## config.mk

```make
export PLATFORM = sky130hd
export DESIGN_NAME = multdiv_step_counter
export DESIGN_NICKNAME = d
export VERILOG_FILES = /design/src/rtl/multdiv_step_counter.sv
export SDC_FILE = /design/constraint.sdc
export NUM_CORES = 1
export LEC_CHECK = 0
export BUFFER_PORTS_ARGS = -buffer_cell sky130_fd_sc_hd__buf_2
export CAP_MARGIN = 5
export CORE_MARGIN = 2
export CORE_UTILIZATION = 35
export CTS_BUF_LIST = sky130_fd_sc_hd__clkbuf_16
export DETAILED_ROUTE_END_ITERATION = 12
export GPL_ROUTABILITY_DRIVEN = 0
export SLEW_MARGIN = 10
export SYNTH_ARGS = -nofsm -noshare
export SYNTH_HDL_FRONTEND = slang
export SYNTH_SLANG_ARGS = --single-unit
```

## constraint.sdc

```tcl
create_clock -name clock -period 2 [get_ports clock]
set_clock_uncertainty 0.15 [all_clocks]
set_input_delay 0.2 -clock clock [delete_from_list [all_inputs] [get_ports clock]]
set_output_delay 0.2 -clock clock [all_outputs]
set_load 0.05 [all_outputs]
```

## src/rtl/multdiv_step_counter.sv

```systemverilog
// multdiv_step_counter: iteration sequencer stepping a count 0..LAST for the multi-cycle multiply/divide unit
module multdiv_step_counter #(
  parameter int WIDTH = 5,
  parameter int LAST  = 31
) (
  input  logic             clock,
  input  logic             reset_n,
  input  logic             start,
  input  logic             stall,
  input  logic             kill,
  output logic [WIDTH-1:0] count,
  output logic             busy,
  output logic             last,
  output logic             done
);
  if (WIDTH < 1 || WIDTH > 30 || LAST < 0 || LAST > (2 ** WIDTH) - 1) begin : g_bad_params
    $error("multdiv_step_counter: LAST=%0d out of range for WIDTH=%0d", LAST, WIDTH);
  end
  localparam logic [WIDTH-1:0] LAST_C = WIDTH'(LAST);
  typedef enum logic [1:0] {IDLE, RUN, DONE} state_t;
  state_t           state, state_nx;
  logic [WIDTH-1:0] count_nx;
  // kill beats start beats stall beats step; anything but RUN/start falls back to IDLE with count 0
  always_comb begin
    state_nx = IDLE;
    count_nx = '0;
    if (!kill && start) state_nx = RUN;
    else if (!kill && state == RUN) begin
      state_nx = (stall || count != LAST_C) ? RUN : DONE;
      count_nx = (stall || count == LAST_C) ? count : count + WIDTH'(1);
    end
  end
  // outputs are registered from the next state/count so they carry no path from the inputs
  always_ff @(posedge clock or negedge reset_n) begin
    if (!reset_n) begin
      state <= IDLE;
      count <= '0;
      busy  <= 1'b0;
      last  <= 1'b0;
      done  <= 1'b0;
    end else begin
      state <= state_nx;
      count <= count_nx;
      busy  <= state_nx == RUN;
      last  <= state_nx == RUN && count_nx == LAST_C;
      done  <= state_nx == DONE;
    end
  end
endmodule

```

==> results of run 1 <==
## report_power, final
part	internal, W	leakage, nW	total [W]	switching, W
combinational	0.0000139	0.141	0.0000358	0.0000219
clock	0.000261	0.0423	0.000346	0.0000849
sequential	0.000207	0.133	0.000209	0.00000198
## worst max-delay path, cell delays in order, from the launching register on
cell and delay [ns]:
dfrtp_2 0.42, ha_2 0.18, and3_1 0.17, ha_4 0.18, nor2_4 0.12, nand4_1 0.13, xor2_1 0.20, and4bb_1 0.20
## cells in the mapped netlist (all sizes together)
| cell type | n |
|---|---|
| a21oi | 3 |
| a31oi | 1 |
| and3 | 1 |
| and4bb | 1 |
| dfrtp | 10 |
| ha | 2 |
| inv | 1 |
| nand2 | 3 |
| nand2b | 1 |
| nand3 | 1 |
| nand3b | 1 |
| nand4 | 1 |
| nor2 | 9 |
| o211ai | 1 |
| o21ai | 2 |
| xnor2 | 1 |
| xor2 | 2 |
## area by class of cell
| type | instances | share of cell area, % |
|---|---|---|
| well taps | 14 | 2.61 |
| clock inverters | 1 | 0.560 |
| clock buffers | 3 | 11.2 |
| flip-flops and latches | 10 | 37.7 |
| repair buffers | 17 | 15.3 |
| inverters | 1 | 0.560 |
| multi-input cells | 30 | 32.1 |
## stage by stage
stage | hold slack (ns) | worst slack (ns) | cells | utilization (%) | total power [W]
floorplan | -0.246 | -0.00375 | 41 | - | 0.000228
global placement | -0.0762 | 0.0901 | 68 | 48.2 | 0.000243
detailed placement | -0.0777 | 0.0777 | 68 | 48.2 | 0.000243
CTS | 0.0732 | 0.0627 | 74 | 56.7 | 0.000597
global route | 0.0968 | 0.0349 | 76 | 58.0 | 0.000622
finish | 0.0741 | 0.134 | 76 | 58.0 | 0.000590
## sequential cells by signal, summed over array words and instances (netlist names)
name and cells:
count 5, state 2, busy 1, done 1, last 1
## timing repair
action | CTS | global route
setup buffers | 0 | 2
hold buffers | 2 | 0
setup endpoints to repair | 0 | 1
hold endpoints to repair | 11 | 0
## cell families after synthesis
| group | after synthesis | synth area share (%) |
|---|---|---|
| and+or+nand+nor | 18 | 22.9 |
| DFF | 10 | 55.1 |
| AOI/OAI and AO/OA | 7 | 9.92 |
| xor gates and xnor gates | 3 | 5.79 |
| adders and majority gates | 2 | 5.51 |
| buffers and inverters | 1 | 0.826 |
## worst max-delay path by stage
stage	start	end	cells after the start
final	count[1]	last	7
after floorplan	count[0]	last	7
after global placement	count[1]	last	7
after detailed placement	count[1]	last	7
after CTS	count[1]	last	7
after global routing	count[1]	last	7
## metal layers
metal,share of wire (%),global-route usage (%),vias up,routed length [um]
met4,1.6,7.76,0,14
met2,45,23.0,10,396
met3,9.1,10.6,2,79
li1,-,-,185,-
met1,44,17.1,164,381
met5,0,0,-,0
==> flow_metrics.tcl, run 1 <==
set metrics [dict create \
    timing.final.crit_share_pct 93.3 \
    cellLeakagePower_nw 0.317 \
    dr.pass1.iters 3 \
    max_slew_margin_pct 83.3 \
    synthCells 41 \
    max_freq_mhz 536 \
    drive_above_1_share_pct 41.9 \
    clockBufferDepth 2 \
    fin_area_um2 671 \
    drtAntennaViolNets 0 \
    report.final.slew_viol_count 0 \
    io_pins 13 \
    final_nets 70 \
    synth_fp_nets 48 \
    dieArea_um2 1600 \
    postPlaceCellArea_um2 557 \
    overflow 0 \
    rr_endpoint "last" \
    drc 0 \
    cp_max_fo 5 \
    synth_top_cell_area_share_pct 55.1 \
    min_to "state[0]" \
    post-dp-hpwl_um 658 \
    min_from "start" \
    synth.avg_cell_area_um2 11.1 \
    grt_pass1_vias 358 \
    hp-class "input port to flop" \
    crit_arrival_ns 1.83 \
    die_x_um 40.0 \
    setup_violations 0 \
    port_buffers 12 \
    multi_input_area_um2 215 \
    num_vias 361 \
    rsz0062_at_grt "no" \
    grt_max_degree 11 \
    wire_per_inst_um 11.5 \
    cts-buffers-inserted 3 \
    cellPowerDensity_nw_per_um2 880 \
    clockRootBuffer "clkbuf_16" \
    nFillCells 109 \
    rows 12 \
    yosysUniqueCellTypes 18 \
    clock_latency_ns 0.23 \
    area_growth_pct 47.7 \
    drt-vias-per-instance 4.75 \
    ys_seq_area_share_pct 55.1 \
    final_cell_mix "12 x buf_2, 8 x nor2_1, 8 x dfrtp_1" \
    clk_pin_slew_ns 0.04 \
    drv_cap 0 \
    rr_worst_depth 7 \
    synth_top_cell_by_area "dfrtp_1" \
    crit_required_ns 1.97 \
    ys_ff_latch 10 \
    h-tree-depth 1 \
    peakVddDrop_v 0.000594 \
    fin_crit_ns 1.87 \
    die_y_um 40.0 \
    min_path_cells 3 \
    end_kind "flop" \
    gr-usage-all-layers_pct 15.7 \
    fin_tns_setup_ns 0 \
    cts_tree "done" \
    ys_warn_count 0 \
    tightest_slew_ns 0.253 \
    final_common_cell "buf_2" \
    r2r_slack_ns 0.13 \
    antenna_found_initial 0 \
    startpoint_type "flop" \
    post_cts_resized 0 \
    core_um2 1160 \
    drt-initial-drc-count 6 \
    routed_wl_um 872 \
    crit_type "flop to flop" \
    hold_viol 0 \
    syn_area_um2 454 \
    start_util_pct 39.3 \
    grt_pass1_wl_um 1540 \
    seqCellArea_um2 253 \
    reg2reg_from "count[1]" \
    antenna_cells 0 \
    outcome "finished, final reports clean" \
    cts_sinks 10 \
    yosys-top-cells-area "dfrtp_1 55%, nor2_1 6.6%, ha_1 5.5%, xor2_1 3.9%, a21oi_1 3.3%" \
]
No activity file was read; power rests on OpenSTA's default activity.
==> run 2, diff against run 1 <==
--- a/constraint.sdc
+++ b/constraint.sdc
@@ -4,2 +4,2 @@
 set_output_delay 0.2 -clock clock [all_outputs]
-set_load 0.05 [all_outputs]
+set_load 0.1 [all_outputs]
==> run 2 against run 1 <==
Routed wire length up 5.8%. Largest cell class unchanged. Sequential power about the same. Utilization up 0.87 points. Sequential share of layout area up 0.73 points. Highest routed layer unchanged. Via count down 1.1%. Combinational power up 16%. Setup slack worse by 0.045 ns. Die area unchanged. Maximum frequency down 2.4%. Total power up 2.6%. Final cell count down 2.6%.
==> flow_metrics.tcl, run 2 (same netlist as run 1, synthesis figures left out) <==
set metrics [dict create \
    final_nets 68 \
    power_report.internal_total_w 0.000481 \
    r2r_slack_ns 0.09 \
    core_um2 1160 \
    wire_per_inst_um 12.5 \
    io_pins 13 \
    antenna_found_initial 0 \
    grt_pass1_vias 357 \
    min_from "kill" \
    final_util_pct 58.9 \
    tightest_slew_ns 0.486 \
    cts_tree "done" \
    drive_above_1_share_pct 50.0 \
    cellLeakagePower_nw 0.296 \
    dr.pass1.iters 4 \
    p_sw_share_pct 20.5 \
    hold_viol 0 \
    area_growth_pct 49.9 \
    reg2reg_from "count[0]" \
    fin_tns_setup_ns 0 \
    seqCellArea_um2 262 \
    whs_ns 0.00568 \
    rr_endpoint "last" \
    crit_required_ns 1.97 \
    dieArea_um2 1600 \
    port_buffers 12 \
    drtAntennaViolNets 0 \
    min_path_cells 2 \
    h-tree-depth 1 \
    p_sw_w 0.000124 \
    grt_pass1_wl_um 1630 \
    min_to "state[0]" \
    final_common_cell "buf_2" \
    drt-vias-per-instance 4.82 \
    die_y_um 40.0 \
    end_kind "flop" \
    drv_cap 0 \
    hp-class "input port to flop" \
    dp_slack_ns 0.0664 \
    rr_worst_depth 7 \
    num_vias 357 \
    largest_reg_flops 5 \
    drc 0 \
    max_slew_margin_pct 67.8 \
    post-dp-hpwl_um 692 \
    multi_input_area_um2 234 \
    final_cell_mix "12 x buf_2, 8 x nor2_1, 5 x dfrtp_1" \
    cts-buffers-inserted 3 \
    clock_latency_ns 0.24 \
    crit_arrival_ns 1.88 \
    grt_max_degree 11 \
    rows 12 \
    top_register "count" \
    outcome "finished, final reports clean" \
    crit_type "flop to flop" \
    power_frac_comb_pct 6.8 \
    drt-initial-drc-count 3 \
    seqPwrFrac_pct 34.6 \
    fin_area_um2 681 \
    overflow 0 \
    antenna_cells 0 \
    report.final.slew_viol_count 0 \
    postPlaceCellArea_um2 581 \
    reg_top3 "count x5, state x2" \
    clockBufferDepth 2 \
    cellPowerDensity_nw_per_um2 889 \
    startpoint_type "flop" \
    die_x_um 40.0 \
    max_freq_mhz 523 \
    nFillCells 100 \
    timing.final.crit_share_pct 95.6 \
    finalWorstSetupSlack_ns 0.0885 \
    fin_crit_ns 1.91 \
    start_util_pct 39.3 \
    clockRootBuffer "clkbuf_16" \
    clk_pin_slew_ns 0.04 \
    cp_max_fo 6 \
    clkPwrFrac_pct 58.6 \
    setup_violations 0 \
    rsz0062_at_grt "no" \
    peakVddDrop_v 0.000808 \
    cts_sinks 10 \
    gr-usage-all-layers_pct 16.3 \
    routed_wl_um 923 \
]
==> run 2: area by class of cell <==
type / instances / area share (%)
Clock buffer: 3 / 11.0
Clock inverter: 1 / 0.551
Inverter: 1 / 0.551
Multi-Input combinational cell: 30 / 34.4
Sequential cell: 10 / 38.4
Tap cell: 14 / 2.57
Timing Repair Buffer: 15 / 12.5
==> run 2: critical path, cell delays in order, from the launching register on <==
cell      delay, ns
dfrtp_4        0.51
ha_4           0.17
and3_4         0.14
ha_4           0.18
nor2_4         0.11
nand4_1        0.13
xor2_1         0.19
and4bb_1       0.22
==> run 2: per-stage QoR <==
stage                     cells  power, W
final                        74  0.000605
after floorplan              41  0.000236
after global placement       68  0.000250
after detailed placement     68  0.000252
after CTS                    73  0.000612
after global routing         74  0.000632
==> run 2: power by group through the flow <==
stage | sequential, W | combinational (W) | clock, W
after floorplan | 0.000226 | 0.00000994 | 0
after global placement | 0.000212 | 0.0000383 | 0
after CTS | 0.000209 | 0.0000412 | 0.000362
final | 0.000209 | 0.0000414 | 0.000355
after global routing | 0.000209 | 0.0000451 | 0.000378
after detailed placement | 0.000212 | 0.0000394 | 0
==> run 2: layer usage <==
layer	share of wire, %	GRT usage [%]	up-vias
li1	-	-	178
met1	44	19.9	168
met2	50	25.8	9
met3	5.2	6.67	2
met4	0.87	5.17	0
met5	0	0	-
==> run 2: what timing repair did <==
item,4_1_cts,5_1_grt
setup buffers,0,1
hold endpoints to repair,10,0
setup endpoints to repair,0,1
hold buffers,1,0
gates resized for setup,0,1
==> run 2: worst max-delay path by stage <==
stage | startpoint | to | slack [ns]
3_5_place_dp | count[0] | last | 0.07
4_1_cts | count[0] | last | 0.06
5_1_grt | count[0] | last | 0.004
2_1_floorplan | count[0] | last | -0.08
6_report | count[0] | last | 0.09
3_3_place_gp | count[0] | last | 0.10
